===== src/rtl/fp_pkg.sv =====
// Shared float-format definitions for the integer converter and the FP adder:
// default field widths, converter state encoding and the special encodings.
package fp_pkg;
  localparam int FP_EXP_W  = 4;
  localparam int FP_FRAC_W = 8;

  typedef enum logic [1:0] {
    IDLE = 2'd0,
    NORM = 2'd1,
    DONE = 2'd2
  } state_t;

  typedef struct packed {
    logic                 sign;
    logic [FP_EXP_W-1:0]  exp;
    logic [FP_FRAC_W-1:0] frac;
  } fp_t;

  localparam fp_t FP_ZERO = '{sign: 1'b0, exp: '0, frac: '0};
  // Most-negative input saturates to the largest negative magnitude.
  localparam fp_t FP_SAT  = '{sign: 1'b1, exp: '1, frac: '1};
endpackage


===== src/rtl/int_to_fp_converter_if.sv =====
// Handshake bundle for the converter: integer in, float fields out.
interface int_to_fp_converter_if #(
  parameter int IN_W   = 16,
  parameter int EXP_W  = 4,
  parameter int FRAC_W = 8
);
  logic              in_valid;
  logic              in_ready;
  logic [IN_W-1:0]   in_data;
  logic              out_valid;
  logic              out_ready;
  logic              sign_out;
  logic [EXP_W-1:0]  exp_out;
  logic [FRAC_W-1:0] frac_out;
  logic              inexact;
  logic              sat;

  modport master (
    output in_valid, in_data, out_ready,
    input  in_ready, out_valid, sign_out, exp_out, frac_out, inexact, sat
  );

  modport slave (
    input  in_valid, in_data, out_ready,
    output in_ready, out_valid, sign_out, exp_out, frac_out, inexact, sat
  );
endinterface


===== src/rtl/int_to_fp_converter.sv =====
// Iterative signed-integer to sign/exp/frac converter: one left shift per cycle
// until the magnitude MSB reaches the top, then the fraction is truncated out.
module int_to_fp_converter
  import fp_pkg::*;
#(
  parameter int IN_W   = 16,
  parameter int EXP_W  = FP_EXP_W,
  parameter int FRAC_W = FP_FRAC_W
) (
  input  logic                  clk,
  input  logic                  reset_n,
  int_to_fp_converter_if.slave  bus
);
  localparam int M = IN_W - 1;
  localparam logic [EXP_W-1:0] E_INIT = EXP_W'(M);

  state_t              state_q, state_d;
  logic [M-1:0]        sh_q, sh_d;
  logic [EXP_W-1:0]    e_q, e_d;
  logic                neg_q, neg_d;
  logic                sign_q, sign_d;
  logic [EXP_W-1:0]    exp_q, exp_d;
  logic [FRAC_W-1:0]   frac_q, frac_d;
  logic                inexact_q, inexact_d;
  logic                sat_q, sat_d;

  logic                in_neg, in_zero, in_min, low_nz;
  logic [IN_W-1:0]     in_negated;
  logic [M-1:0]        in_mag;

  assign in_neg     = bus.in_data[IN_W-1];
  assign in_zero    = (bus.in_data == '0);
  assign in_min     = (bus.in_data == {1'b1, {M{1'b0}}});
  assign in_negated = -bus.in_data;
  // The most-negative value is intercepted by in_min, so M bits always suffice.
  assign in_mag     = in_neg ? in_negated[M-1:0] : bus.in_data[M-1:0];

  generate
    if (M > FRAC_W) begin : g_sticky
      assign low_nz = |sh_q[M-FRAC_W-1:0];
    end else begin : g_exact
      assign low_nz = 1'b0;
    end
  endgenerate

  always_ff @(posedge clk or negedge reset_n) begin
    if (!reset_n) state_q <= IDLE;
    else          state_q <= state_d;
  end

  always_comb begin
    state_d = state_q;
    case (state_q)
      IDLE:    if (bus.in_valid) state_d = (in_zero || in_min) ? DONE : NORM;
      NORM:    if (sh_q[M-1])    state_d = DONE;
      DONE:    if (bus.out_ready) state_d = IDLE;
      default: state_d = IDLE;
    endcase
  end

  always_comb begin
    bus.in_ready  = (state_q == IDLE);
    bus.out_valid = (state_q == DONE);
    bus.sign_out  = sign_q;
    bus.exp_out   = exp_q;
    bus.frac_out  = frac_q;
    bus.inexact   = inexact_q;
    bus.sat       = sat_q;
  end

  always_comb begin
    sh_d      = sh_q;
    e_d       = e_q;
    neg_d     = neg_q;
    sign_d    = sign_q;
    exp_d     = exp_q;
    frac_d    = frac_q;
    inexact_d = inexact_q;
    sat_d     = sat_q;
    if (state_q == IDLE && bus.in_valid) begin
      sh_d      = in_mag;
      e_d       = E_INIT;
      neg_d     = in_neg;
      inexact_d = 1'b0;
      sat_d     = 1'b0;
      if (in_zero) begin
        sign_d = 1'b0;
        exp_d  = '0;
        frac_d = '0;
      end else if (in_min) begin
        sign_d    = 1'b1;
        exp_d     = '1;
        frac_d    = '1;
        sat_d     = 1'b1;
        inexact_d = 1'b1;
      end
    end else if (state_q == NORM) begin
      if (!sh_q[M-1]) begin
        sh_d = sh_q << 1;
        e_d  = e_q - EXP_W'(1);
      end else begin
        sign_d    = neg_q;
        exp_d     = e_q;
        frac_d    = sh_q[M-1 -: FRAC_W];
        inexact_d = low_nz;
      end
    end
  end

  always_ff @(posedge clk or negedge reset_n) begin
    if (!reset_n) begin
      sh_q      <= '0;
      e_q       <= '0;
      neg_q     <= 1'b0;
      sign_q    <= 1'b0;
      exp_q     <= '0;
      frac_q    <= '0;
      inexact_q <= 1'b0;
      sat_q     <= 1'b0;
    end else begin
      sh_q      <= sh_d;
      e_q       <= e_d;
      neg_q     <= neg_d;
      sign_q    <= sign_d;
      exp_q     <= exp_d;
      frac_q    <= frac_d;
      inexact_q <= inexact_d;
      sat_q     <= sat_d;
    end
  end
endmodule


===== src/flat_wrapper.sv =====
// flat-port wrapper written by rule: the top's interface ports become plain ports
module int_to_fp_converter_flat import fp_pkg::*;
#(
  parameter int IN_W   = 16,
  parameter int EXP_W  = FP_EXP_W,
  parameter int FRAC_W = FP_FRAC_W
)
  (clk, reset_n, bus_in_valid, bus_in_data, bus_out_ready, bus_in_ready, bus_out_valid, bus_sign_out, bus_exp_out, bus_frac_out, bus_inexact, bus_sat);
  int_to_fp_converter_if #(.IN_W(IN_W), .EXP_W(EXP_W), .FRAC_W(FRAC_W)) bus_i ();
  input  logic clk;
  input  logic reset_n;
  input wire logic [$bits(bus_i.in_valid)-1:0] bus_in_valid;
  input wire logic [$bits(bus_i.in_data)-1:0] bus_in_data;
  input wire logic [$bits(bus_i.out_ready)-1:0] bus_out_ready;
  output wire logic [$bits(bus_i.in_ready)-1:0] bus_in_ready;
  output wire logic [$bits(bus_i.out_valid)-1:0] bus_out_valid;
  output wire logic [$bits(bus_i.sign_out)-1:0] bus_sign_out;
  output wire logic [$bits(bus_i.exp_out)-1:0] bus_exp_out;
  output wire logic [$bits(bus_i.frac_out)-1:0] bus_frac_out;
  output wire logic [$bits(bus_i.inexact)-1:0] bus_inexact;
  output wire logic [$bits(bus_i.sat)-1:0] bus_sat;
  assign bus_i.in_valid = bus_in_valid;
  assign bus_i.in_data = bus_in_data;
  assign bus_i.out_ready = bus_out_ready;
  assign bus_in_ready = bus_i.in_ready;
  assign bus_out_valid = bus_i.out_valid;
  assign bus_sign_out = bus_i.sign_out;
  assign bus_exp_out = bus_i.exp_out;
  assign bus_frac_out = bus_i.frac_out;
  assign bus_inexact = bus_i.inexact;
  assign bus_sat = bus_i.sat;
  int_to_fp_converter #(.IN_W(IN_W), .EXP_W(EXP_W), .FRAC_W(FRAC_W)) u_core (.clk(clk), .reset_n(reset_n), .bus(bus_i));
endmodule

===== config.mk =====
export PLATFORM = sky130hd
export DESIGN_NAME = int_to_fp_converter_flat
export DESIGN_NICKNAME = d
export VERILOG_FILES = /design/src/rtl/fp_pkg.sv /design/src/rtl/int_to_fp_converter_if.sv /design/src/rtl/int_to_fp_converter.sv /design/src/flat_wrapper.sv
export SDC_FILE = /design/constraint.sdc
export NUM_CORES = 1
export LEC_CHECK = 0
export BUFFER_PORTS_ARGS = -buffer_cell sky130_fd_sc_hd__buf_2
export CELL_PAD_IN_SITES_DETAIL_PLACEMENT = 0
export CELL_PAD_IN_SITES_GLOBAL_PLACEMENT = 2
export CORE_UTILIZATION = 30
export DETAILED_ROUTE_END_ITERATION = 6
export PLACE_DENSITY = 0.77
export SETUP_SLACK_MARGIN = 0.5
export SLEW_MARGIN = 30
export SYNTH_ARGS = -nofsm -noshare
export SYNTH_HDL_FRONTEND = slang
export SYNTH_SLANG_ARGS = --single-unit

===== constraint.sdc =====
create_clock -name clk -period 1.69 [get_ports clk]
set_input_delay 0.0845 -clock clk [delete_from_list [all_inputs] [get_ports clk]]
set_output_delay 0.0845 -clock clk [all_outputs]
set_load 0.02 [all_outputs]

## Yosys cells after proc, flatten, opt, wreduce, memory -nomap -nowiden

Index checks and enable logic that the tools add are counted.

| cells by class | value |
|---|---|
| add/subtract/negate cells | 2 |
| eq/ne operators | 8 |
| multiplexer cells | 32 |
| reduce and logical (&&, ||, !) cells | 11 |

Operators with widths:

| operator | count |
|---|---|
| $mux 15 | 4 |
| $mux 8 | 5 |
| $mux 4 | 8 |
| $eq 16x16->1 const B | 1 |
| $logic_not 16->1 | 1 |
| $neg 15->15 | 1 |
| $mux 1 | 10 |
| $mux 2 | 4 |
| $reduce_or 7->1 | 1 |
| $ne 2x2->1 const B | 3 |
| $pmux 2 s3 | 1 |
| $reduce_and 3->1 | 2 |
| $reduce_and 2->1 | 2 |
| $reduce_bool 2->1 | 2 |
| $sub 4x1->4 const B | 1 |
| $ne 3x1->1 const B | 1 |
| $eq 2x1->1 const B | 1 |
| $eq 2x2->1 const B | 1 |
| $logic_not 2->1 | 1 |
| $ne 2x1->1 const B | 1 |
| $logic_and 1x1->1 | 1 |
| $logic_or 1x1->1 | 1 |

| word-level totals | value |
|---|---|
| register bits after elaboration | 37 |
| input port bits | 20 |
| output and inout bits | 17 |
| word-level logic and storage cells | 63 |

## Longest topological paths before layout

Gate-level depths: netlist of run 1.

| depth | value |
|---|---|
| depth after elaboration | 5 |
| depth in mapped cells | 7 |
| depth with buffers taken out | 6 |

## Worst setup path before layout of run 1

No wires, ideal clock.

| timing | value |
|---|---|
| path type | reg-to-reg |
| start | register u_core.state_q[1] |
| end | register u_core.exp_q[0], in the netlist u_core.bus.exp_out[0] |
| library setup time | 0.123 ns |
| arrival time | 1.704 ns |
| data required time | 1.567 ns |
| path slack | -0.136 ns |
| stages on the path, launching flop included | 7 |
| path buffers | 2 |
| clock period less this slack | 1.826 ns |
| path through | dfrtp_1 clkbuf_8 nor2_1 nand2_1 o21a_4 buf_12 o221a_2 |

| between the ends | value |
|---|---|
| cells in the longest elaborated chain, start to end | 4 |
| elaborated cells on any way between the ends | 8 |
| classes of those cells | eq/ne (2); mux (1); reduce/logical (5) |

Ends and longest elaborated chain:

| item | line | text |
|---|---|---|
| start, declared | int_to_fp_converter.sv:17 | `state_t state_q, state_d;` |
| start signal, assigned | int_to_fp_converter.sv:48 | `else state_q <= state_d;` |
| $logic_not 2->1 * | - |  |
| via bus_in_ready | flat_wrapper.sv:15 | `output wire logic [$bits(bus_i.in_ready)-1:0] bus_in_ready;` |
| $logic_and 1x1->1 * | int_to_fp_converter.sv:80 | `if (state_q == IDLE && bus.in_valid) begin` |
| $ne 3x1->1 (no source line) or $reduce_bool 2->1 (tied branches) | - |  |
| $reduce_and 3->1 (no source line) | - |  |
| end signal, assigned | int_to_fp_converter.sv:125 | `exp_q <= exp_d;` |
| end, declared | int_to_fp_converter.sv:22 | `logic [EXP_W-1:0] exp_q, exp_d;` |

The timed path passes the listed nets; every way through them passes the cells marked *.
A chain may end at the register's enable or synchronous reset.

## Final worst setup path of run 1

| timing | value |
|---|---|
| start | register u_core.state_q[0] |
| end | register u_core.frac_q[3], in the netlist u_core.bus.frac_out[3] |

| between the ends | value |
|---|---|
| cells in the longest elaborated chain, start to end | 4 |
| elaborated cells on any way between the ends | 8 |
| classes of those cells | eq/ne (2); mux (1); reduce/logical (5) |

Ends and longest elaborated chain:

| item | line | text |
|---|---|---|
| $logic_not 2->1 | int_to_fp_converter.sv:80 |  |
| $logic_and 1x1->1 | int_to_fp_converter.sv:80 |  |
| $ne 3x1->1 (no source line) or $reduce_bool 2->1 (tied branches) | - |  |
| $reduce_and 3->1 (no source line) | - |  |
| end signal, assigned | int_to_fp_converter.sv:126 | `frac_q <= frac_d;` |
| end, declared | int_to_fp_converter.sv:23 | `logic [FRAC_W-1:0] frac_q, frac_d;` |

Parallel ways exist; a longest one is shown, timed or not.

==> metrics, run 1 <==
status=completed; critical path's slowest cell=dfrtp_2; combinational share of power=0.526; initial antenna violation count=0; Vias=1727; peak supply drop=0.000949 V; Min-Delay Path Class=primary input to register; Worst Path Buf+Inv=1; syn_area_per_cell=10.0 um2; WHS Endpoint=u_core.state_q[1]; Worst-Margin Slew=0.345 ns; sw frac=0.380; max frequency=0.671 GHz; Die Width=83.2 um; RSZ-0062 raised after global routing=yes; CTS max path bufs=2; kind of critical path=register to register; clk sinks=37; crit path launch=u_core.state_q[0]; top_reg_cell synth=dfrtp_1; Synth Instances=197; final setup fails=0; worst skew pair latency=0.29 ns; Critical Path Fanout Max=7; Port Buffers=36; Final GP Congestion=0.753; Switching Power=1.91 mW; Cell Int Power=3.11 mW; num ports=37; global-route total usage across every layer=0.157; final setup TNS=0 ns; Post-DP HPWL=3400 um; vias in the first global route=1691; part of the power in registers=0.318; Worst setup EP type=register; worst path arrival time=1.66 ns; Num CTS Buffers=5; Clock Power Share=0.156; fin. max-slew vios=0; Rel. slew slack=0.767; via density per instance=4.96; critical hold path startpoint=bus_out_ready; max incr delay on CP=0.45 ns; hold depth=3; Finished Core Util=0.452; fin crit period=1.49 ns; Residual DRC=0; Worst Skew=0.00215 ns; final hold vios=0; reg2reg setup slack=0.20 ns; Die Height=83.2 um; CTS root buffer=clkbuf_8; count of different cell masters after synthesis=42; row count=29; drt first pass iters=4; H-tree depth=2; leakage=1.26 nW; Core Footprint=6350 um2; post-synth top area share=0.468; crit-path cells=buf_4 > nor2_4 > nand2_4 > o21a_4 > o221a_2; most frequent cells in the layout=35 x dfrtp_1, 34 x buf_2, 21 x buf_4; ANT nets after route=0; Final period util=0.882; synth top area cells=dfrtp_1 47%, o221a_2 6.8%, nand2_1 4.9%; CP Launch Type=register; CTS tree=built; Avg WL per Cell=15.2 um; DR iter-0 viols=111; syn_nets=219; Reg clk slew, reported paths=0.07 ns; Top Family by Delay on Critical Path=compound AO/OA/AOI/OAI gates; Post-synth ARST share=1.00; Layout Nets=292; R2R cell count=5; Critical R2R Launch=u_core.state_q[0]; n_diodes=0; Initial Util=0.312; number of synthesized register bits=37; Routed Wire Length=5290 um; Die ar.=6930 um2; proportion of layout cells with a drive suffix above 1=0.487; MaxCap Viol Count=0; remaining global-route overflow=0; commonest non-fill, non-tap cell in the layout=dfrtp_1; post-synth top area cell=dfrtp_1; Layout area overhead=44.9%; first-pass GRT wire length=8650 um; WP data required=1.86 ns; R2R Path End=u_core.bus.frac_out[3]; Yosys Warn Count=0; synthesized area=1980 um2; Seq/Total Area, Yosys=0.468; Pwr Density=1750 nW/um2; largest net degree at the start of global routing=38; Post-synth EDFFs=0
==> tightest hold or removal path, cell delays in order <==
cell	delay, ns
buf_2	0.10
inv_1	0.04
a21o_2	0.10
==> synthesized netlist by cell type, types with 2 or more instances <==
cell / count
mux2i_1: 2
nand2_1: 26
nand2b_1: 2
nor3_1: 2
xnor2_1: 6
nor2_1: 18
a21oi_1: 12
nor4_4: 3
o21ai_0: 18
o221a_2: 12
xor2_1: 8
dfrtp_1: 37
buf_2: 2
o22ai_1: 2
a31oi_1: 4
clkbuf_1: 7
o41ai_1: 2
o31ai_1: 2
inv_1: 6
ha_1: 2
nand3_1: 2
a21o_2: 2
==> per-layer routing <==
layer | GRT usage | up-vias | wire length, um
li1 | - | 872 | -
met1 | 0.223 | 787 | 2480
met2 | 0.235 | 59 | 2410
met3 | 0.0338 | 9 | 287
met4 | 0.0517 | 0 | 112
met5 | 0 | - | 0
==> state kept, by name, indices dropped and copies added (netlist names) <==
name                 cells
u_core.neg_q             1
u_core.bus.sign_out      1
u_core.bus.frac_out      8
u_core.sh_q             15
u_core.e_q               4
u_core.state_q           2
u_core.bus.exp_out       4
u_core.bus.sat           1
u_core.bus.inexact       1
==> power by group through the flow <==
stage / logic (mW) / registers [mW] / clock network (mW)
after CTS: 2.34 / 1.58 / 0.812
after global placement: 1.72 / 1.60 / 0
after global routing: 2.88 / 1.64 / 0.852
after detailed placement: 1.73 / 1.60 / 0
final: 2.64 / 1.60 / 0.785
after floorplan: 1.31 / 1.62 / 0
==> worst max path at each step <==
stage                                   to  slack [ns]  cells after the start
floorplan                    u_core.e_q[3]        0.15                      6
global placement     u_core.bus.exp_out[1]        0.06                      4
detailed placement   u_core.bus.exp_out[2]        0.04                      6
CTS                        u_core.sh_q[13]        0.20                      5
global route         u_core.bus.exp_out[1]        0.15                      5
finish              u_core.bus.frac_out[3]        0.20                      5
==> timing repair <==
| action | CTS | global route |
|---|---|---|
| setup endpoints to repair | 38 | 39 |
| resized for setup | 42 | 14 |
| gates cloned | 1 | 2 |
| setup buffers | 19 | 8 |
| hold buffers | 1 | 0 |
| endpoints found under the hold margin | 37 | 0 |
| pin swaps | 15 | 12 |
==> layout make-up <==
type	count	area, um2
fillers	594	3480
clock buffers	7	86.3
multi-input cells	146	1140
well taps	77	96.3
flip-flops and latches	37	928
clock inverters	1	30.0
repair buffers	74	567
inverters	6	22.5
==> logic make-up after synthesis <==
group | synth area share
simple gates | 0.175
compound gates | 0.226
flops | 0.468
buf+inv | 0.0468
xor+xnor | 0.0619
mux | 0.0101
fa+ha+maj | 0.0126
==> per-stage QoR <==
stage / instance area, um2 / total power, mW / hold WS, ns / std cells / setup WS, ns
2_1_floorplan: 2090 / 2.93 / -0.211 / 197 / 0.155
3_3_place_gp: 2340 / 3.31 / 0.0648 / 309 / 0.0568
3_5_place_dp: 2340 / 3.33 / 0.0644 / 309 / 0.0412
4_1_cts: 2740 / 4.74 / 0.0586 / 338 / 0.198
5_1_grt: 2870 / 5.37 / 0.0709 / 348 / 0.148
6_report: 2870 / 5.03 / 0.0648 / 348 / 0.199
(Power assumes the default switching activity.)
==> run 2, diff against run 1 <==
Settings changed: CORE_UTILIZATION 30 to 31, PLACE_DENSITY 0.77 to 0.79.
==> metrics, run 2 (synthesis results as in run 1) <==
status=completed; Worst Path Buf+Inv=1 (unchanged); kind of critical path=register to register; Residual DRC=0 (unchanged); global-route total usage across every layer=0.172 (+0.0154); largest net degree at the start of global routing=24 (-37%); Post-DP HPWL=3440 um (+1.3%); crit-path cells=buf_4 > nor2_4 > nand2_4 > o21a_4 > o221a_2; Final period util=0.887 (+0.00532); final hold vios=0 (unchanged); Routed Wire Length=5220 um (-1.4%); fin crit period=1.50 ns (+0.00899 ns); R2R Path End=u_core.bus.exp_out[0]; Top Family by Delay on Critical Path=compound AO/OA/AOI/OAI gates; crit path launch=u_core.state_q[0]; n_diodes=0 (unchanged); initial antenna violation count=0 (unchanged); R2R cell count=5 (unchanged); commonest non-fill, non-tap cell in the layout=dfrtp_1; DR iter-0 viols=88 (-21%); Layout Nets=290 (-0.68%); CTS max path bufs=2 (unchanged); CP Launch Type=register; Critical R2R Launch=u_core.state_q[0]; max frequency=0.667 GHz (-0.60%); RSZ-0062 raised after global routing=yes; leakage=1.23 nW (-2.8%); Crit path depth=5 (unchanged); Worst-Margin Slew=0.539 ns (+0.194 ns); CTS tree=built; fin. max-slew vios=0 (unchanged); Avg WL per Cell=15.2 um (-0.21%); Worst Skew=0.00764 ns (+0.00549 ns); Reg clk slew, reported paths=0.08 ns (about the same); critical hold path startpoint=bus_out_ready; max incr delay on CP=0.45 ns (about the same); num ports=37 (unchanged); total power=4.69 mW (-6.7%); Vias=1741 (+0.81%); Layout area overhead=40.5%; worst path arrival time=1.68 ns (+0.02 ns); hold_ws=0.0661 ns (+0.00132 ns); Num CTS Buffers=5 (unchanged); MaxCap Viol Count=0 (unchanged); row count=28 (-3.4%); Critical Path Fanout Max=7 (unchanged); final setup fails=0 (unchanged); peak supply drop=0.000818 V (-14%); Initial Util=0.328 (+0.0168); Rel. slew slack=0.641 (-0.127); via density per instance=5.06 (+2.0%); H-tree depth=2 (unchanged); WP data required=1.87 ns (about the same); max reg flops=15 (unchanged); crit path to=u_core.bus.exp_out[0]; Largest Register=u_core.sh_q; worst skew pair latency=0.30 ns (about the same); reg2reg setup slack=0.19 ns (about the same); ANT nets after route=0 (unchanged); drt first pass iters=4 (unchanged); critical path's slowest cell=dfrtp_2; Final GP Congestion=0.742 (-1.5%); Die ar.=6710 um2 (-3.2%); Core Footprint=6030 um2 (-5.1%); first-pass GRT wire length=8510 um (-1.7%); Port Buffers=36 (unchanged); Min-Delay Path Class=primary input to register; Pwr Density=1690 nW/um2 (-3.8%); Worst setup EP type=register; clk sinks=37 (unchanged); CTS root buffer=clkbuf_8; Die Width=81.9 um (-1.6%); Die Height=81.9 um (-1.6%); vias in the first global route=1655 (-2.1%); final setup TNS=0 ns (unchanged); remaining global-route overflow=0 (unchanged); proportion of layout cells with a drive suffix above 1=0.461 (-0.0261); most frequent cells in the layout=36 x dfrtp_1, 34 x buf_2, 25 x buf_4
## run 2: cell types whose count changed in the layout (fill, tap and decap cells not counted), sizes merged
cell	change
buf	-2
bufinv	-1
clkinv	+2
nand2	-1
## run 2: stage by stage
| stage | utilization | cells | cell area (um2) | setup slack, ns |
|---|---|---|---|---|
| floorplan | - | 197 | 2090 | 0.155 |
| global placement | 0.387 | 308 | 2330 | 0.0800 |
| detailed placement | 0.387 | 308 | 2330 | 0.0633 |
| CTS | 0.445 | 335 | 2680 | 0.207 |
| global route | 0.462 | 344 | 2780 | 0.126 |
| finish | 0.462 | 344 | 2780 | 0.190 |
## run 2: where the power goes
group / total, mW / switching [mW] / leakage, nW / internal, mW
sequential: 1.57 / 0.322 / 0.410 / 1.25
combinational: 2.50 / 1.21 / 0.773 / 1.29
clock: 0.611 / 0.325 / 0.0450 / 0.286
total: 4.69 / 1.86 / 1.23 / 2.83
## run 2: worst min path at each step
stage,endpoint,slack (ns),depth (start not counted)
finish,u_core.state_q[1],0.07,3
global route,u_core.state_q[1],0.08,3
CTS,u_core.state_q[1],0.06,3
detailed placement,u_core.bus.frac_out[4],0.1,1
global placement,u_core.state_q[0],0.09,1
floorplan,u_core.bus.exp_out[0],-0.21,0
## run 2: tightest hold or removal path, stage by stage
cell    delay, ns
buf_2        0.09
inv_1        0.04
a21o_2       0.11
## run 2: metal layers
metal / GRT usage / vias to the layer above / routed length [um]
met5: 0 / - / 0
met1: 0.249 / 821 / 2640
met4: 0.0632 / 0 / 96
li1: - / 861 / -
met2: 0.248 / 54 / 2230
met3: 0.0367 / 5 / 252
## run 2: area by class of cell
cell class | instances | area [um2]
clock buffer | 6 | 72.6
clock inverter | 2 | 10.0
fill | 583 | 3240
inverter | 6 | 22.5
multi-input combinational | 145 | 1110
sequential | 37 | 927
tap | 75 | 93.8
timing repair buffer | 73 | 546
## run 2: repair_timing
action,CTS,global route
setup buffers,16,8
endpoints found under the setup margin,39,39
pin swaps,8,7
resized for setup,35,5
cloned,2,1
hold buffers,1,0
endpoints found under the hold margin,21,0
==> run 3, diff against run 2 <==
Settings changed: BUFFER_PORTS_ARGS -buffer_cell sky130_fd_sc_hd__buf_2 to -buffer_cell sky130_fd_sc_hd__buf_4.
==> metrics, run 3 (synthesis results as in run 1) <==
Avg WL per Cell=14.9 um (-1.4%); Layout area overhead=44.2%; fin crit period=1.49 ns (-0.00905 ns); Die Width=81.9 um (unchanged); final hold vios=0 (unchanged); critical path's slowest cell=dfrtp_2; combinational share of power=0.522 (-0.012); register area=928 um2 (+0.13%); worst path arrival time=1.67 ns (about the same); Core Footprint=6030 um2 (unchanged); final worst setup slack=0.199 ns (+0.00905 ns); vias in the first global route=1613 (-2.5%); global-route total usage across every layer=0.165 (-0.00680); Num CTS Buffers=5 (unchanged); most frequent cells in the layout=55 x buf_4, 35 x dfrtp_1, 20 x nand2_1; via density per instance=5.01 (-1.0%); largest net degree at the start of global routing=38 (+58%); Pwr Density=1680 nW/um2 (-0.46%); Clock Power Share=0.143 (+0.013); Critical Path Fanout Max=6 (-1); pre-CTS setup slack=0.0506 ns (-0.0126 ns); DR iter-0 viols=65 (-26%); CTS max path bufs=2 (unchanged); max frequency=0.671 GHz (+0.61%); num ports=37 (unchanged); Die ar.=6710 um2 (unchanged); max reg flops=15 (unchanged); sw frac=0.388 (-0.00895); leakage=1.26 nW (+2.4%); fin. max-slew vios=0 (unchanged); Post-DP HPWL=3460 um (+0.75%); drt first pass iters=4 (unchanged); remaining global-route overflow=0 (unchanged); CTS root buffer=clkbuf_8; Residual DRC=0 (unchanged); clk sinks=37 (unchanged); row count=28 (unchanged); Vias=1703 (-2.2%); final setup TNS=0 ns (unchanged); commonest non-fill, non-tap cell in the layout=buf_4; Final period util=0.882 (-0.00536); worst skew pair latency=0.29 ns (about the same); Routed Wire Length=5080 um (-2.6%); Port Buffers=36 (unchanged); Worst-Margin Slew=0.476 ns (-0.0626 ns); initial antenna violation count=0 (unchanged); CP Launch Type=register; Worst Skew=0.00731 ns (-0.000332 ns); H-tree depth=2 (unchanged); WP data required=1.87 ns (about the same); Die Height=81.9 um (unchanged); peak supply drop=0.000843 V (+3.0%); Largest Register=u_core.sh_q; Min-Delay Path Class=primary input to register; Final GP Congestion=0.753 (+1.5%); Reg clk slew, reported paths=0.07 ns (about the same); crit-path cells=or2b_4 > a21oi_4 > nand2_4 > o221a_2; proportion of layout cells with a drive suffix above 1=0.464 (+0.00318); ANT nets after route=0 (unchanged); Worst setup EP type=register; part of the power in registers=0.334 (-0.002); Layout Nets=286 (-1.4%); Initial Util=0.328 (unchanged); CTS tree=built; max incr delay on CP=0.44 ns (about the same); Rel. slew slack=0.682 (+0.0417); first-pass GRT wire length=8220 um (-3.3%); MaxCap Viol Count=0 (unchanged); Cell Int Power=2.93 mW (+3.7%); area used by multi-input combinational logic=1130 um2 (+1.9%); # fillers=592 (+1.5%); final setup fails=0 (unchanged); status=completed; n_diodes=0 (unchanged); Switching Power=1.86 mW (-0.13%); kind of critical path=register to register; RSZ-0062 raised after global routing=yes
==> run 3: changes by cell type in the layout (fill, tap and decap cells not counted), sizes merged <==
cell    delta
clkinv     -1
and2       -1
buf        -3
nand2      +1
==> run 3: stage by stage <==
stage                     utilization  hold WS (ns)  cells  total power [mW]  instance area (um2)
after floorplan                     -        -0.211    197              2.93                 2090
after global placement          0.399        0.0800    306              3.39                 2400
after detailed placement        0.399        0.0847    306              3.43                 2400
after CTS                       0.460        0.0684    335              4.65                 2770
after global routing            0.474        0.0892    340              5.11                 2860
final                           0.474        0.0744    340              4.79                 2860
==> run 3: worst max-delay path, delay by kind of cell, from the launching register on <==
kind,cells,cell delay [ns]
simple gates,2,0.41
compound gates,2,0.53
flops,1,0.44
==> run 3: power by group through the flow <==
stage          clock [mW]  sequential, mW  combinational, mW
2_1_floorplan           0            1.62               1.31
3_3_place_gp            0            1.60               1.79
3_5_place_dp            0            1.60               1.82
4_1_cts             0.703            1.59               2.36
5_1_grt             0.744            1.64               2.72
6_report            0.687            1.60               2.50
==> run 3: final timing paths <==
kind,endpoint,from,depth (start not counted),slack [ns]
setup / recovery,u_core.bus.sign_out,u_core.state_q[0],4,0.20
hold / removal,u_core.state_q[1],bus_out_ready,3,0.07
setup reg to reg,u_core.bus.sign_out,u_core.state_q[0],4,0.20
hold reg to reg,u_core.bus.sat,u_core.bus.sat,2,0.48
max in group asynchronous,u_core.state_q[0],reset_n,2,1.04
min in group asynchronous,u_core.bus.frac_out[7],reset_n,2,0.30
==> run 3: timing repair <==
| action | in CTS | in global routing |
|---|---|---|
| cloned | 1 | 1 |
| hold buffers | 1 | 0 |
| setup buffers | 19 | 4 |
| setup endpoints to repair | 38 | 39 |
| resized for setup | 31 | 13 |
| endpoints found under the hold margin | 37 | 0 |
| pin swaps | 10 | 6 |
==> run 3: final cells by class <==
class | count | area share
clock inverters | 1 | 0.00175
inverters | 6 | 0.00789
flip-flops and latches | 37 | 0.325
clock buffers | 7 | 0.0337
well taps | 75 | 0.0329
multi-input cells | 145 | 0.396
repair buffers | 69 | 0.202
==> run 3: per-layer routing <==
metal  wire (um)  vias up  GRT usage
met5           0        -          0
met2        2270       45      0.255
met1        2510      801      0.228
met3         216        6     0.0300
li1            -      851          -
met4          81        0     0.0632
